`src/rtl/bus_frame_pkg.sv`:
```
// Constants and state encoding shared by the frame receiver and the injector.
// Also holds the bit-placement helper used when assembling tail bytes.
package bus_frame_pkg;

    localparam int HDR_BITS   = 24;
    localparam int BYTE_BITS  = 8;
    localparam int FRAME_BITS = 40;

    typedef enum logic [1:0] {
        HDR  = 2'd0,
        DATA = 2'd1,
        CSUM = 2'd2
    } frame_state_e;

    // Returns byte b with bit position pos replaced by v.
    function automatic logic [BYTE_BITS-1:0] put_bit(input logic [BYTE_BITS-1:0] b,
                                                     input logic [2:0]           pos,
                                                     input logic                 v);
        logic [BYTE_BITS-1:0] r;
        r      = b;
        r[pos] = v;
        return r;
    endfunction

endpackage

```
`src/rtl/frame_cksum_acc.sv`:
```
// Mod-256 byte accumulator with synchronous clear (dominant) and add enable.
module frame_cksum_acc
    import bus_frame_pkg::*;
(
    input  logic                 clk_in,
    input  logic                 reset,
    input  logic                 clr_i,
    input  logic                 add_en_i,
    input  logic [BYTE_BITS-1:0] byte_i,
    output logic [BYTE_BITS-1:0] sum_o
);

    logic [BYTE_BITS-1:0] sum_q;

    // Running sum register; wraps naturally at 8 bits.
    always_ff @(posedge clk_in or posedge reset) begin
        if (reset) begin
            sum_q <= 8'h00;
        end else if (clr_i) begin
            sum_q <= 8'h00;
        end else if (add_en_i) begin
            sum_q <= sum_q + byte_i;
        end else begin
            sum_q <= sum_q;
        end
    end

    assign sum_o = sum_q;

endmodule

```
`src/rtl/bus_frame_rx.sv`:
```
// Serial 5-byte frame receiver: header/data/checksum capture, checksum and
// header-match evaluation, valid/ack presentation and saturating statistics.
module bus_frame_rx
    import bus_frame_pkg::*;
#(
    parameter logic [23:0] HDR_MATCH      = 24'h000000,
    parameter logic [23:0] HDR_MASK       = 24'hFFFFFF,
    parameter bit          TAIL_LSB_FIRST = 1'b1,
    parameter int          CNT_W          = 16
) (
    input  logic             clk_in,
    input  logic             reset,
    input  logic             data_in,
    input  logic             rx_en,
    input  logic             frame_ack,
    output logic             frame_valid,
    output logic [23:0]      hdr_out,
    output logic [7:0]       data_out,
    output logic [7:0]       csum_out,
    output logic             csum_ok,
    output logic             hdr_match,
    output logic             overrun,
    output logic [CNT_W-1:0] frame_cnt,
    output logic [CNT_W-1:0] err_cnt
);

    frame_state_e          state_q, state_d;
    logic [5:0]            bit_idx_q, bit_idx_d;
    logic [HDR_BITS-1:0]   hdr_sr_q, hdr_sr_d;
    logic [BYTE_BITS-1:0]  data_sr_q, data_sr_d;
    logic [BYTE_BITS-1:0]  csum_sr_q, csum_sr_d;
    logic [2:0]            tail_pos_s;
    logic                  acc_clr_s, acc_add_s, done_s;
    logic [BYTE_BITS-1:0]  acc_byte_s, acc_sum_s;
    logic                  csum_ok_s, hdr_match_s;

    logic                  frame_valid_q, frame_valid_d;
    logic [HDR_BITS-1:0]   hdr_out_q, hdr_out_d;
    logic [BYTE_BITS-1:0]  data_out_q, data_out_d, csum_out_q, csum_out_d;
    logic                  csum_ok_q, csum_ok_d, hdr_match_q, hdr_match_d;
    logic                  overrun_q, overrun_d;
    logic [CNT_W-1:0]      frame_cnt_q, frame_cnt_d, err_cnt_q, err_cnt_d;

    frame_cksum_acc u_acc (
        .clk_in   (clk_in),
        .reset    (reset),
        .clr_i    (acc_clr_s),
        .add_en_i (acc_add_s),
        .byte_i   (acc_byte_s),
        .sum_o    (acc_sum_s)
    );

    // Receive FSM: bit counting, shift registers and accumulator control.
    always_comb begin
        state_d    = state_q;
        bit_idx_d  = bit_idx_q;
        hdr_sr_d   = hdr_sr_q;
        data_sr_d  = data_sr_q;
        csum_sr_d  = csum_sr_q;
        acc_clr_s  = 1'b0;
        acc_add_s  = 1'b0;
        acc_byte_s = 8'h00;
        done_s     = 1'b0;
        tail_pos_s = TAIL_LSB_FIRST ? bit_idx_q[2:0] : ~bit_idx_q[2:0];
        if (!rx_en) begin
            state_d   = HDR;
            bit_idx_d = 6'd0;
            acc_clr_s = 1'b1;
        end else begin
            case (state_q)
                HDR: begin
                    hdr_sr_d  = {hdr_sr_q[HDR_BITS-2:0], data_in};
                    bit_idx_d = bit_idx_q + 6'd1;
                    // Header byte boundaries fall on bit_idx 7, 15, 23.
                    if (bit_idx_q[2:0] == 3'd7) begin
                        acc_add_s  = 1'b1;
                        acc_byte_s = {hdr_sr_q[6:0], data_in};
                    end else begin
                        acc_add_s  = 1'b0;
                    end
                    if (bit_idx_q == 6'(HDR_BITS - 1)) begin
                        state_d = DATA;
                    end else begin
                        state_d = HDR;
                    end
                end
                DATA: begin
                    data_sr_d = put_bit(data_sr_q, tail_pos_s, data_in);
                    bit_idx_d = bit_idx_q + 6'd1;
                    if (bit_idx_q == 6'(HDR_BITS + BYTE_BITS - 1)) begin
                        acc_add_s  = 1'b1;
                        acc_byte_s = data_sr_d;
                        state_d    = CSUM;
                    end else begin
                        state_d    = DATA;
                    end
                end
                CSUM: begin
                    csum_sr_d = put_bit(csum_sr_q, tail_pos_s, data_in);
                    if (bit_idx_q == 6'(FRAME_BITS - 1)) begin
                        done_s    = 1'b1;
                        acc_clr_s = 1'b1;
                        bit_idx_d = 6'd0;
                        state_d   = HDR;
                    end else begin
                        bit_idx_d = bit_idx_q + 6'd1;
                        state_d   = CSUM;
                    end
                end
                default: begin
                    state_d   = HDR;
                    bit_idx_d = 6'd0;
                    acc_clr_s = 1'b1;
                end
            endcase
        end
    end

    assign csum_ok_s   = (csum_sr_d == acc_sum_s);
    assign hdr_match_s = (((hdr_sr_q ^ HDR_MATCH) & HDR_MASK) == 24'h000000);

    // Presentation, handshake, overrun and statistics next-state.
    always_comb begin
        hdr_out_d   = hdr_out_q;
        data_out_d  = data_out_q;
        csum_out_d  = csum_out_q;
        csum_ok_d   = csum_ok_q;
        hdr_match_d = hdr_match_q;
        overrun_d   = overrun_q;
        frame_cnt_d = frame_cnt_q;
        err_cnt_d   = err_cnt_q;
        if (frame_valid_q && frame_ack) begin
            frame_valid_d = 1'b0;
        end else begin
            frame_valid_d = frame_valid_q;
        end
        if (done_s) begin
            frame_valid_d = 1'b1;
            hdr_out_d     = hdr_sr_q;
            data_out_d    = data_sr_q;
            csum_out_d    = csum_sr_d;
            csum_ok_d     = csum_ok_s;
            hdr_match_d   = hdr_match_s;
            if (frame_valid_q && !frame_ack) begin
                overrun_d = 1'b1;
            end else begin
                overrun_d = overrun_q;
            end
            if (frame_cnt_q != {CNT_W{1'b1}}) begin
                frame_cnt_d = frame_cnt_q + CNT_W'(1);
            end else begin
                frame_cnt_d = frame_cnt_q;
            end
            if (!csum_ok_s && (err_cnt_q != {CNT_W{1'b1}})) begin
                err_cnt_d = err_cnt_q + CNT_W'(1);
            end else begin
                err_cnt_d = err_cnt_q;
            end
        end else begin
            overrun_d = overrun_q;
        end
    end

    // All state and output registers.
    always_ff @(posedge clk_in or posedge reset) begin
        if (reset) begin
            state_q       <= HDR;
            bit_idx_q     <= 6'd0;
            hdr_sr_q      <= 24'h000000;
            data_sr_q     <= 8'h00;
            csum_sr_q     <= 8'h00;
            frame_valid_q <= 1'b0;
            hdr_out_q     <= 24'h000000;
            data_out_q    <= 8'h00;
            csum_out_q    <= 8'h00;
            csum_ok_q     <= 1'b0;
            hdr_match_q   <= 1'b0;
            overrun_q     <= 1'b0;
            frame_cnt_q   <= {CNT_W{1'b0}};
            err_cnt_q     <= {CNT_W{1'b0}};
        end else begin
            state_q       <= state_d;
            bit_idx_q     <= bit_idx_d;
            hdr_sr_q      <= hdr_sr_d;
            data_sr_q     <= data_sr_d;
            csum_sr_q     <= csum_sr_d;
            frame_valid_q <= frame_valid_d;
            hdr_out_q     <= hdr_out_d;
            data_out_q    <= data_out_d;
            csum_out_q    <= csum_out_d;
            csum_ok_q     <= csum_ok_d;
            hdr_match_q   <= hdr_match_d;
            overrun_q     <= overrun_d;
            frame_cnt_q   <= frame_cnt_d;
            err_cnt_q     <= err_cnt_d;
        end
    end

    assign frame_valid = frame_valid_q;
    assign hdr_out     = hdr_out_q;
    assign data_out    = data_out_q;
    assign csum_out    = csum_out_q;
    assign csum_ok     = csum_ok_q;
    assign hdr_match   = hdr_match_q;
    assign overrun     = overrun_q;
    assign frame_cnt   = frame_cnt_q;
    assign err_cnt     = err_cnt_q;

endmodule

```
`config.mk`:
```
export PLATFORM = sky130hd
export DESIGN_NAME = bus_frame_rx
export DESIGN_NICKNAME = d
export VERILOG_FILES = /design/src/rtl/bus_frame_pkg.sv /design/src/rtl/frame_cksum_acc.sv /design/src/rtl/bus_frame_rx.sv
export SDC_FILE = /design/constraint.sdc
export NUM_CORES = 1
export LEC_CHECK = 0
export ABC_AREA = 1
export BUFFER_PORTS_ARGS = -buffer_cell sky130_fd_sc_hd__buf_2
export CAP_MARGIN = 20
export CORE_ASPECT_RATIO = 0.8
export CORE_MARGIN = 4
export CORE_UTILIZATION = 40
export DETAILED_ROUTE_END_ITERATION = 8
export PLACE_DENSITY = 0.56
export SKIP_CTS_REPAIR_TIMING = 1
export SLEW_MARGIN = 20
export SYNTH_ARGS = -nofsm -noshare
export SYNTH_HDL_FRONTEND = slang
export SYNTH_SLANG_ARGS = --single-unit
```
`constraint.sdc`:
```
create_clock -name clk_in -period 8.09 [get_ports clk_in]
set_input_delay 1.2135 -clock clk_in [delete_from_list [all_inputs] [get_ports clk_in]]
set_output_delay 1.2135 -clock clk_in [all_outputs]
set_load 0.01 [all_outputs]
```
==> After elaboration in Yosys (flattened, before gate mapping) <==
Cells that the tools add are included.
{ "word_totals": {"reg_bits": 132, "inputBits": 5, "output_inout_bits": 76, "wordCells": 77} }
{ "op_classes": {"addsub": 4, "order_cmp": 2, "eq_ne": 9, "mux": 31, "reduce_logical": 16} }
{ "ops": {"columns": ["operator", "n"], "rows": [
  ["$mux W8", 7],
  ["$add A16 B1 Y16 const B", 2],
  ["$ne A16 B16 Y1 const B", 2],
  ["$logic_not A24 Y1", 1],
  ["$bwmux W8", 2],
  ["$pmux W8 S2", 1],
  ["$eq A6 B5 Y1 const B", 2],
  ["$mux W6", 2],
  ["$pmux W6 S2", 1],
  ["$mux W1", 11],
  ["$reduce_and A2 Y1", 5],
  ["$add A8 B8 Y8", 1],
  ["$eq A8 B8 Y1", 1],
  ["$add A6 B1 Y6 const B", 1],
  ["$eq A6 B6 Y1 const B", 1],
  ["$mux W2", 3],
  ["$pmux W2 S3", 1],
  ["$logic_and A1 B1 Y1", 4],
  ["$lt A3 B4 Y1 const B", 1],
  ["$pmux W1 S2", 2],
  ["$reduce_bool A2 Y1", 2],
  ["$demux W1 S3", 1],
  ["$eq A3 B3 Y1 const B", 1],
  ["$ge A3 B1 Y1 const B", 1],
  ["other kinds (5)", 6]
]} }

==> Logic depth before layout (Yosys ltp) <==
Gate-level depths: netlist (run 1).
{ "depth": {"depth_word": 11, "depth_mapped": 16, "depth_no_buf": 16} }

==> Hierarchy <==
Synthesis (run 1) repeated with hierarchy kept, for this count alone.
{ "unflattened": {"hier_cells": 766, "area_unflattened_um2": 6443.7} }
{ "modules_own_cells": {"columns": ["mod", "n_inst", "cells_per_inst", "area_each_um2"], "rows": [
  ["bus_frame_rx", 1, 686, 5825.6],
  ["frame_cksum_acc", 1, 80, 618.1]
]} }

==> Worst setup path before layout (run 1) <==
Ideal clock, no wire load.
{ "synth_timing": {"path_kind": "input-to-reg", "startpoint": "input port data_in", "endpoint": "register u_acc.sum_q[6] (netlist: u_acc.sum_o[6])", "setup_time_ns": 0.129, "arrival_ns": 3.186, "path_slack_ns": 4.776, "stages": 15, "path_buffers": 2, "cell_sequence": "buf_2 inv_1 clkbuf_1 o21ai_0 a22oi_1 nor2_1 ha_1 fa_1 nand3_1 nand2_1 nand2_1 nand2_1 a21oi_1 xor2_1 o22ai_1"} }
{ "synth_between": {"elab_chain_cells": 7} }
{ "synth_lines": {"columns": ["element", "line_no", "source"], "rows": [
  ["from (decl)", "bus_frame_rx.sv:13", "input logic data_in,"],
  ["$bwmux W8", "bus_frame_pkg.sv:21", "r[pos] = v;"],
  ["$mux W8", "bus_frame_rx.sv:90", "if (bit_idx_q == 6'(HDR_BITS + BYTE_BITS - 1)) begin"],
  ["$pmux W8 S2 (*)", "bus_frame_rx.sv:70", "case (state_q)"],
  ["$mux W8 (*)", "bus_frame_rx.sv:65", "if (!rx_en) begin"],
  ["$add A8 B8 Y8 (*)", "frame_cksum_acc.sv:22", "sum_q <= sum_q + byte_i;"],
  ["$mux W8 (*)", "frame_cksum_acc.sv:21", "end else if (add_en_i) begin"],
  ["$mux W8 (*)", "frame_cksum_acc.sv:19", "end else if (clr_i) begin"],
  ["to (signal assigned)", "frame_cksum_acc.sv:22", null],
  ["to (signal assigned)", "frame_cksum_acc.sv:24", "sum_q <= sum_q;"],
  ["to (decl)", "frame_cksum_acc.sv:13", "logic [BYTE_BITS-1:0] sum_q;"]
]} }
Every way passes the cells marked *; elsewhere a longest branch is shown, timed or not. The select of a mux whose other input is x is not followed.
A chain may end at the register's enable or synchronous reset.

==> Worst setup path after layout (run 1) <==
{ "layout_timing": {"startpoint": "input port rx_en", "endpoint": "register frame_cnt_q[14] (netlist: frame_cnt[14])"} }
{ "layout_between": {"elab_chain_cells": 2} }
{ "layout_lines": {"columns": ["element", "line_no", "source"], "rows": [
  ["from (decl)", "bus_frame_rx.sv:14", "input logic rx_en,"],
  ["$mux W1", "bus_frame_rx.sv:65", null],
  ["$reduce_and A2 Y1 (no source line)", null, null],
  ["to (signal assigned)", "bus_frame_rx.sv:179", "frame_cnt_q <= {CNT_W{1'b0}};"],
  ["to (signal assigned)", "bus_frame_rx.sv:194", "frame_cnt_q <= frame_cnt_d;"],
  ["to (decl)", "bus_frame_rx.sv:42", "logic [CNT_W-1:0] frame_cnt_q, frame_cnt_d, err_cnt_q, err_cnt_d;"]
]} }
Every way passes these cells.

==> run metrics, run 1 <==
run status completed; Max rail drop VDD approximately 0.16 mV; flop2flop setup slack between 5000 and 6000 ps; RSZ-0062 raised after global routing no; fmax 311 MHz; Req. time, crit path 8380 ps; largest net degree at the start of global routing just over 80; Final min period approximately 3200 ps; critical path startpoint category input port; synthesized area 6370 sq um; post-synthesis cell type count 38; root buffer cell clkbuf_16; die footprint 18000 sq um; DR vias/cell 4.92; vias in the first global route 4942; Seq/Total Area, Yosys 0.519; height of the die between 100 and 150 microns; Worst-Skew Late Latency approximately 420 ps; Critical Path AT 3510 ps; setup TNS 0 ps; Post-DP HPWL roughly 11000 microns; final period utilization 0.397; drt first pass iters 5; DR vias 5190; CTS tree yes; # DRC 0; share of cells above drive strength 1 0.168; Final Hold Fails 0; Max Transition Viols Final 0; Syn Area/Cell 8.45 sq um; critical path peak fanout 71; Core Box Area 15300 sq um; clock skew 10.5 ps; fin util 0.496; Ys Warns 0; Slew headroom 0.479; DP Cell Count slightly above 1k; Mapped Nets 770; critical path, cell by cell buf_2 > nand3_4 > inv_1 > nand2_2 > buf_4 > clkinv_2 > nand2_2 > inv_1 > nand2_1 > nor3_1 > xor2_1; fillcell total 1523; Hold WC Path Type reg2reg; number of routed nets with antenna violations 0; CP Capture Type flop; slowest stage cell, crit path buf_4; P_leak ~0.0040 uW; clock-pin slew on the worst setup and hold paths 50 ps; MaxCap Viol Count 0; worst r2r src bit_idx_q[0]; GRT Overall Usage 0.175; worst setup path end frame_cnt[14]; initial antenna violation count 0; IO buf count 80; Top Ports 81; WL final 15100 microns; placed cell areas between 6000 and 7000 sq um; H-tree Lvls 4; Placer Congestion between 0.9 and 1; Seq cells post-synth around 130; CP peak stage delay 490 ps; Initial Util 0.416; Rows 40; CP Class in2reg; Starting DRT DRC Count around 300; first-pass GRT wire length 25200 microns; area grow syn2layout 19.2%; Clock Path Buffers 2; P per Cell Area about 210 nW/um^2; design area about 7600 sq um; ant diodes 0; post-DR wirelength/cell around 14 microns; Setup crit start rx_en; Finished Layout Cells between 1k and 1.5k; Setup violations, final 0; Reg-to-Reg End u_acc.sum_o[6]; Worst-Margin Slew 781 ps; Mapped Cells 753; die width 149 microns; GRT overflow 0; CTS Buf Count 17; CTS sink cnt 132; Worst Reg-to-Reg Cells 15; layout net count 849
[power breakdown]
part | leakage (uW) | total (uW) | switching (uW) | internal [uW]
sequential | 0.00176 | 699 | 17.1 | 681
combinational | 0.00188 | 77.0 | 56.2 | 20.8
clock | 0.000309 | 852 | 298 | 554
total | 0.00395 | 1630 | 371 | 1260
[sequential cells by signal (all words and copies together), names as in the netlist]
name	flops
hdr_sr_q	24
state_q	2
csum_out	8
frame_cnt	16
hdr_match	1
csum_ok	1
hdr_out	24
frame_valid	1
u_acc.sum_o	8
data_sr_q	8
csum_sr_q	8
err_cnt	16
data_out	8
overrun	1
bit_idx_q	6
[synthesized netlist by cell type]
library cell | count | area share
nor3_4 | 1 | 0.0026
xor2_1 | 21 | 0.029
nand2_1 | 202 | 0.12
nand3b_1 | 1 | 0.0012
nor2_4 | 2 | 0.0035
xnor2_1 | 12 | 0.017
nand4_1 | 11 | 0.011
a31oi_1 | 9 | 0.0088
nand3_2 | 2 | 0.0031
o21ai_0 | 81 | 0.064
a21oi_1 | 8 | 0.0063
nor2_2 | 6 | 0.0059
buf_6 | 3 | 0.0053
dfrtp_1 | 132 | 0.52
fa_1 | 1 | 0.0031
buf_4 | 1 | 0.0012
o21ai_1 | 3 | 0.0024
ha_1 | 11 | 0.022
nor3_1 | 6 | 0.0047
buf_2 | 2 | 0.0016
or2_2 | 1 | 0.00098
o32ai_1 | 1 | 0.0014
a21o_1 | 1 | 0.0012
nor4_1 | 7 | 0.0069
a22oi_1 | 7 | 0.0083
nand2_4 | 2 | 0.0035
nor2_1 | 51 | 0.030
o21ai_2 | 2 | 0.0028
inv_2 | 3 | 0.0018
o22ai_1 | 6 | 0.0059
o31ai_1 | 1 | 0.0012
nand3_1 | 50 | 0.039
inv_1 | 80 | 0.047
clkbuf_1 | 15 | 0.0088
buf_1 | 2 | 0.0012
clkinv_2 | 1 | 0.00079
nand2_2 | 7 | 0.0069
nand3_4 | 1 | 0.0028
[worst min-delay path by stage]
stage,start,endpoint,slack [ps],cells past startpoint
after floorplan,hdr_sr_q[10],hdr_sr_q[10],450,2
after global placement,hdr_sr_q[13],hdr_sr_q[13],470,2
after detailed placement,csum_ok,csum_ok,470,2
after CTS,csum_ok,csum_ok,480,2
after global routing,hdr_sr_q[7],hdr_sr_q[7],510,2
final,csum_ok,csum_ok,480,2
[logic make-up (layout without fill, tap and decap cells)]
kind of cell,Yosys count,in the layout,share of synthesized area
simple gates,350,350,0.241
flops,132,132,0.519
compound gates,119,119,0.102
buf+inv,107,198,0.0678
xor+xnor,33,33,0.0454
fa+ha+maj,12,12,0.0248
[per-stage QoR]
stage                     hold WS, ps  setup WS (ps)  power (uW)
after floorplan                   453           3350         765
after global placement            468           4480         786
after detailed placement          470           4430         788
after CTS                         484           4880        1650
after global routing              506           4630        1690
final                             479           4880        1630
[area by class of cell]
cell class / count / area (sq um) / share of cell area
clock buffers: 19 / 443 / 0.0583
clock inverters: 12 / 205 / 0.0270
inverters: 84 / 319 / 0.0420
multi-input cells: 514 / 2630 / 0.347
flip-flops and latches: 132 / 3300 / 0.435
well taps: 210 / 263 / 0.0346
repair buffers: 83 / 427 / 0.0562
[metal layers]
metal | global-route usage | vias to the layer above | part of all wire
met5 | 0 | - | 0
met3 | 0.0483 | 24 | 0.048
met4 | 0.0595 | 0 | 0.015
met2 | 0.251 | 102 | 0.43
met1 | 0.256 | 2455 | 0.51
li1 | - | 2609 | -
[cells in the final DEF, fill, tap and decap left out, types with 3 or more instances in the layout]
master	count
nand2_1	202
dfrtp_1	132
o21ai_0	81
buf_2	80
inv_1	79
nor2_1	51
nand3_1	50
xor2_1	21
clkbuf_16	17
xnor2_1	12
nand4_1	11
ha_1	11
a31oi_1	9
a21oi_1	8
nand2_2	7
nor4_1	7
a22oi_1	7
o22ai_1	6
nor2_2	6
nor3_1	6
bufinv_16	5
clkinv_4	4
inv_2	3
o21ai_1	3
[worst max-delay path, delay by kind of cell]
kind	cells	cell delay, ps
xor gates and xnor gates	1	140
buffers and inverters	5	1350
and+or+nand+nor	5	770
(Power assumes the default switching activity.)
==> inputs of run 2 (changes only) <==
clock period = 3.03 ns   (was 8.09 ns; I/O delays follow)
==> run 2 against run 1 <==
First-iteration DRC count is 17% higher. Combinational power grew to 2.7 times the previous value. Largest cell class unchanged. Register-to-register slack worse by 4900 ps.
==> run metrics, run 2 (synthesis results as in run 1) <==
GRT overflow 0 (unchanged); first-pass GRT wire length 24800 microns (was 25200 microns); Worst-Margin Slew 740 ps (was 781 ps); Reg-to-Reg End u_acc.sum_o[6] (unchanged); clock skew 6.58 ps (was 10.5 ps); CP Capture Type flop (unchanged); drt first pass iters 5 (unchanged); pre-CTS setup slack 203 ps (was 4430 ps); final worst slack 232 ps (was 4880 ps); Max rail drop VDD 0.453 mV (was 0.159 mV); setup TNS 0 ps (unchanged); Final Hold Fails 0 (unchanged); worst r2r src bit_idx_q[1] (was bit_idx_q[0]); vias in the first global route 4886 (was 4942); Req. time, crit path 3320 ps (was 8380 ps); Slew headroom 0.507 (was 0.479); DR vias 5189 (was 5190); initial antenna violation count 0 (unchanged); design area 7580 sq um (was 7590 sq um); critical path startpoint category flop (was input port); fillcell total 1509 (was 1523); GRT Overall Usage 0.171 (was 0.175); Hold WC Path Type in2async (was reg2reg); placed cell areas 6980 sq um (was 6940 sq um); MaxCap Viol Count 0 (unchanged); layout net count 852 (was 849); # DRC 0 (unchanged); fmax 357 MHz; largest net degree at the start of global routing 133 (was 82); H-tree Lvls 4 (unchanged); root buffer cell clkbuf_16 (unchanged); final period utilization 0.923; CTS sink cnt 132 (unchanged); Top Ports 81 (unchanged); die footprint 18000 sq um (unchanged); run status completed (unchanged); Setup violations, final 0 (unchanged); clock-pin slew on the worst setup and hold paths 60 ps (was 50 ps); register area 3300 sq um (about the same); Starting DRT DRC Count 345 (was 295); Worst-Skew Late Latency 410 ps (was 420 ps); CTS Buf Count 17 (unchanged); Critical Path AT 3080 ps (was 3510 ps); WL final 15000 microns (was 15100 microns); Rows 40 (unchanged); Final min period 2800 ps; Placer Congestion 0.897 (was 0.947); post-DR wirelength/cell 14.2 microns (was 14.3 microns); CTS tree yes (unchanged); flop2flop setup slack 230 ps (was 5100 ps); number of routed nets with antenna violations 0 (unchanged); ant diodes 0 (unchanged); DR vias/cell 4.91 (was 4.92); commonest non-fill, non-tap cell in the layout nand2_1 (unchanged); Worst Reg-to-Reg Cells 15 (unchanged); IO buf count 80 (unchanged); P per Cell Area 549 nW/um^2 (was 214 nW/um^2); critical path peak fanout 8 (was 71); Initial Util 0.416 (unchanged); Max Transition Viols Final 0 (unchanged); CP Class reg2reg (was in2reg); RSZ-0062 raised after global routing no (unchanged); Post-DP HPWL 10500 microns (was 10600 microns); area grow syn2layout 19.0% (was 19.2%); Multi-input gate area 2630 sq um (about the same); Clock Path Buffers 2 (unchanged); height of the die 121 microns (unchanged); Core Box Area 15300 sq um (unchanged); commonest non-fill, non-tap cells in the layout nand2_1, dfrtp_1, o21ai_0, buf_2, inv_1 (unchanged); share of cells above drive strength 1 0.177 (was 0.168); die width 149 microns (unchanged); P_leak 0.00394 uW (was 0.00395 uW)
run 2: worst max-delay path by stage:
stage | to | startpoint | slack (ps) | cells after the start
finish | u_acc.sum_o[6] | bit_idx_q[1] | 230 | 15
global route | u_acc.sum_o[6] | bit_idx_q[1] | 30 | 15
CTS | u_acc.sum_o[6] | bit_idx_q[1] | 170 | 16
detailed placement | u_acc.sum_o[6] | bit_idx_q[1] | 200 | 15
global placement | u_acc.sum_o[6] | bit_idx_q[1] | 280 | 16
floorplan | u_acc.sum_o[6] | bit_idx_q[0] | 420 | 15
run 2: critical path: stages, from the launching register on:
cell	delay (ps)
dfrtp_2	450
ha_1	240
ha_1	190
nand2_1	120
inv_2	90
a22oi_1	190
nor2_1	60
ha_1	210
fa_1	410
nand3_1	90
nand2_1	70
nand2_1	80
nand2_1	60
a21oi_1	150
xor2_1	160
o22ai_1	80
run 2: area by class of cell:
cell class,count,area share
clock inverters,13,0.0210
well taps,210,0.0347
multi-input cells,514,0.348
repair buffers,86,0.0604
inverters,84,0.0423
clock buffers,18,0.0580
flip-flops and latches,132,0.436
run 2: metrics by stage:
stage / instances / hold WS, ps / total power [uW] / util
final: 1057 / 209 / 4160 / 0.495
after global routing: 1057 / 248 / 4340 / 0.495
after CTS: 1057 / 226 / 4220 / 0.495
after detailed placement: 1026 / 454 / 2110 / 0.455
after global placement: 1026 / 444 / 2100 / 0.455
after floorplan: 753 / 453 / 2040 / -
run 2: report_power, final:
group | internal [uW] | switching [uW] | leakage (uW)
logic | 58.0 | 153 | 0.00189
clock network | 1310 | 777 | 0.000288
registers | 1820 | 44.0 | 0.00176
run 2: layer usage:
metal,vias to the layer above,global-route usage,wire [microns]
met5,-,0,0
met4,0,0.0343,69
li1,2615,-,-
met3,9,0.0487,793
met1,2457,0.245,7440
met2,108,0.260,6690
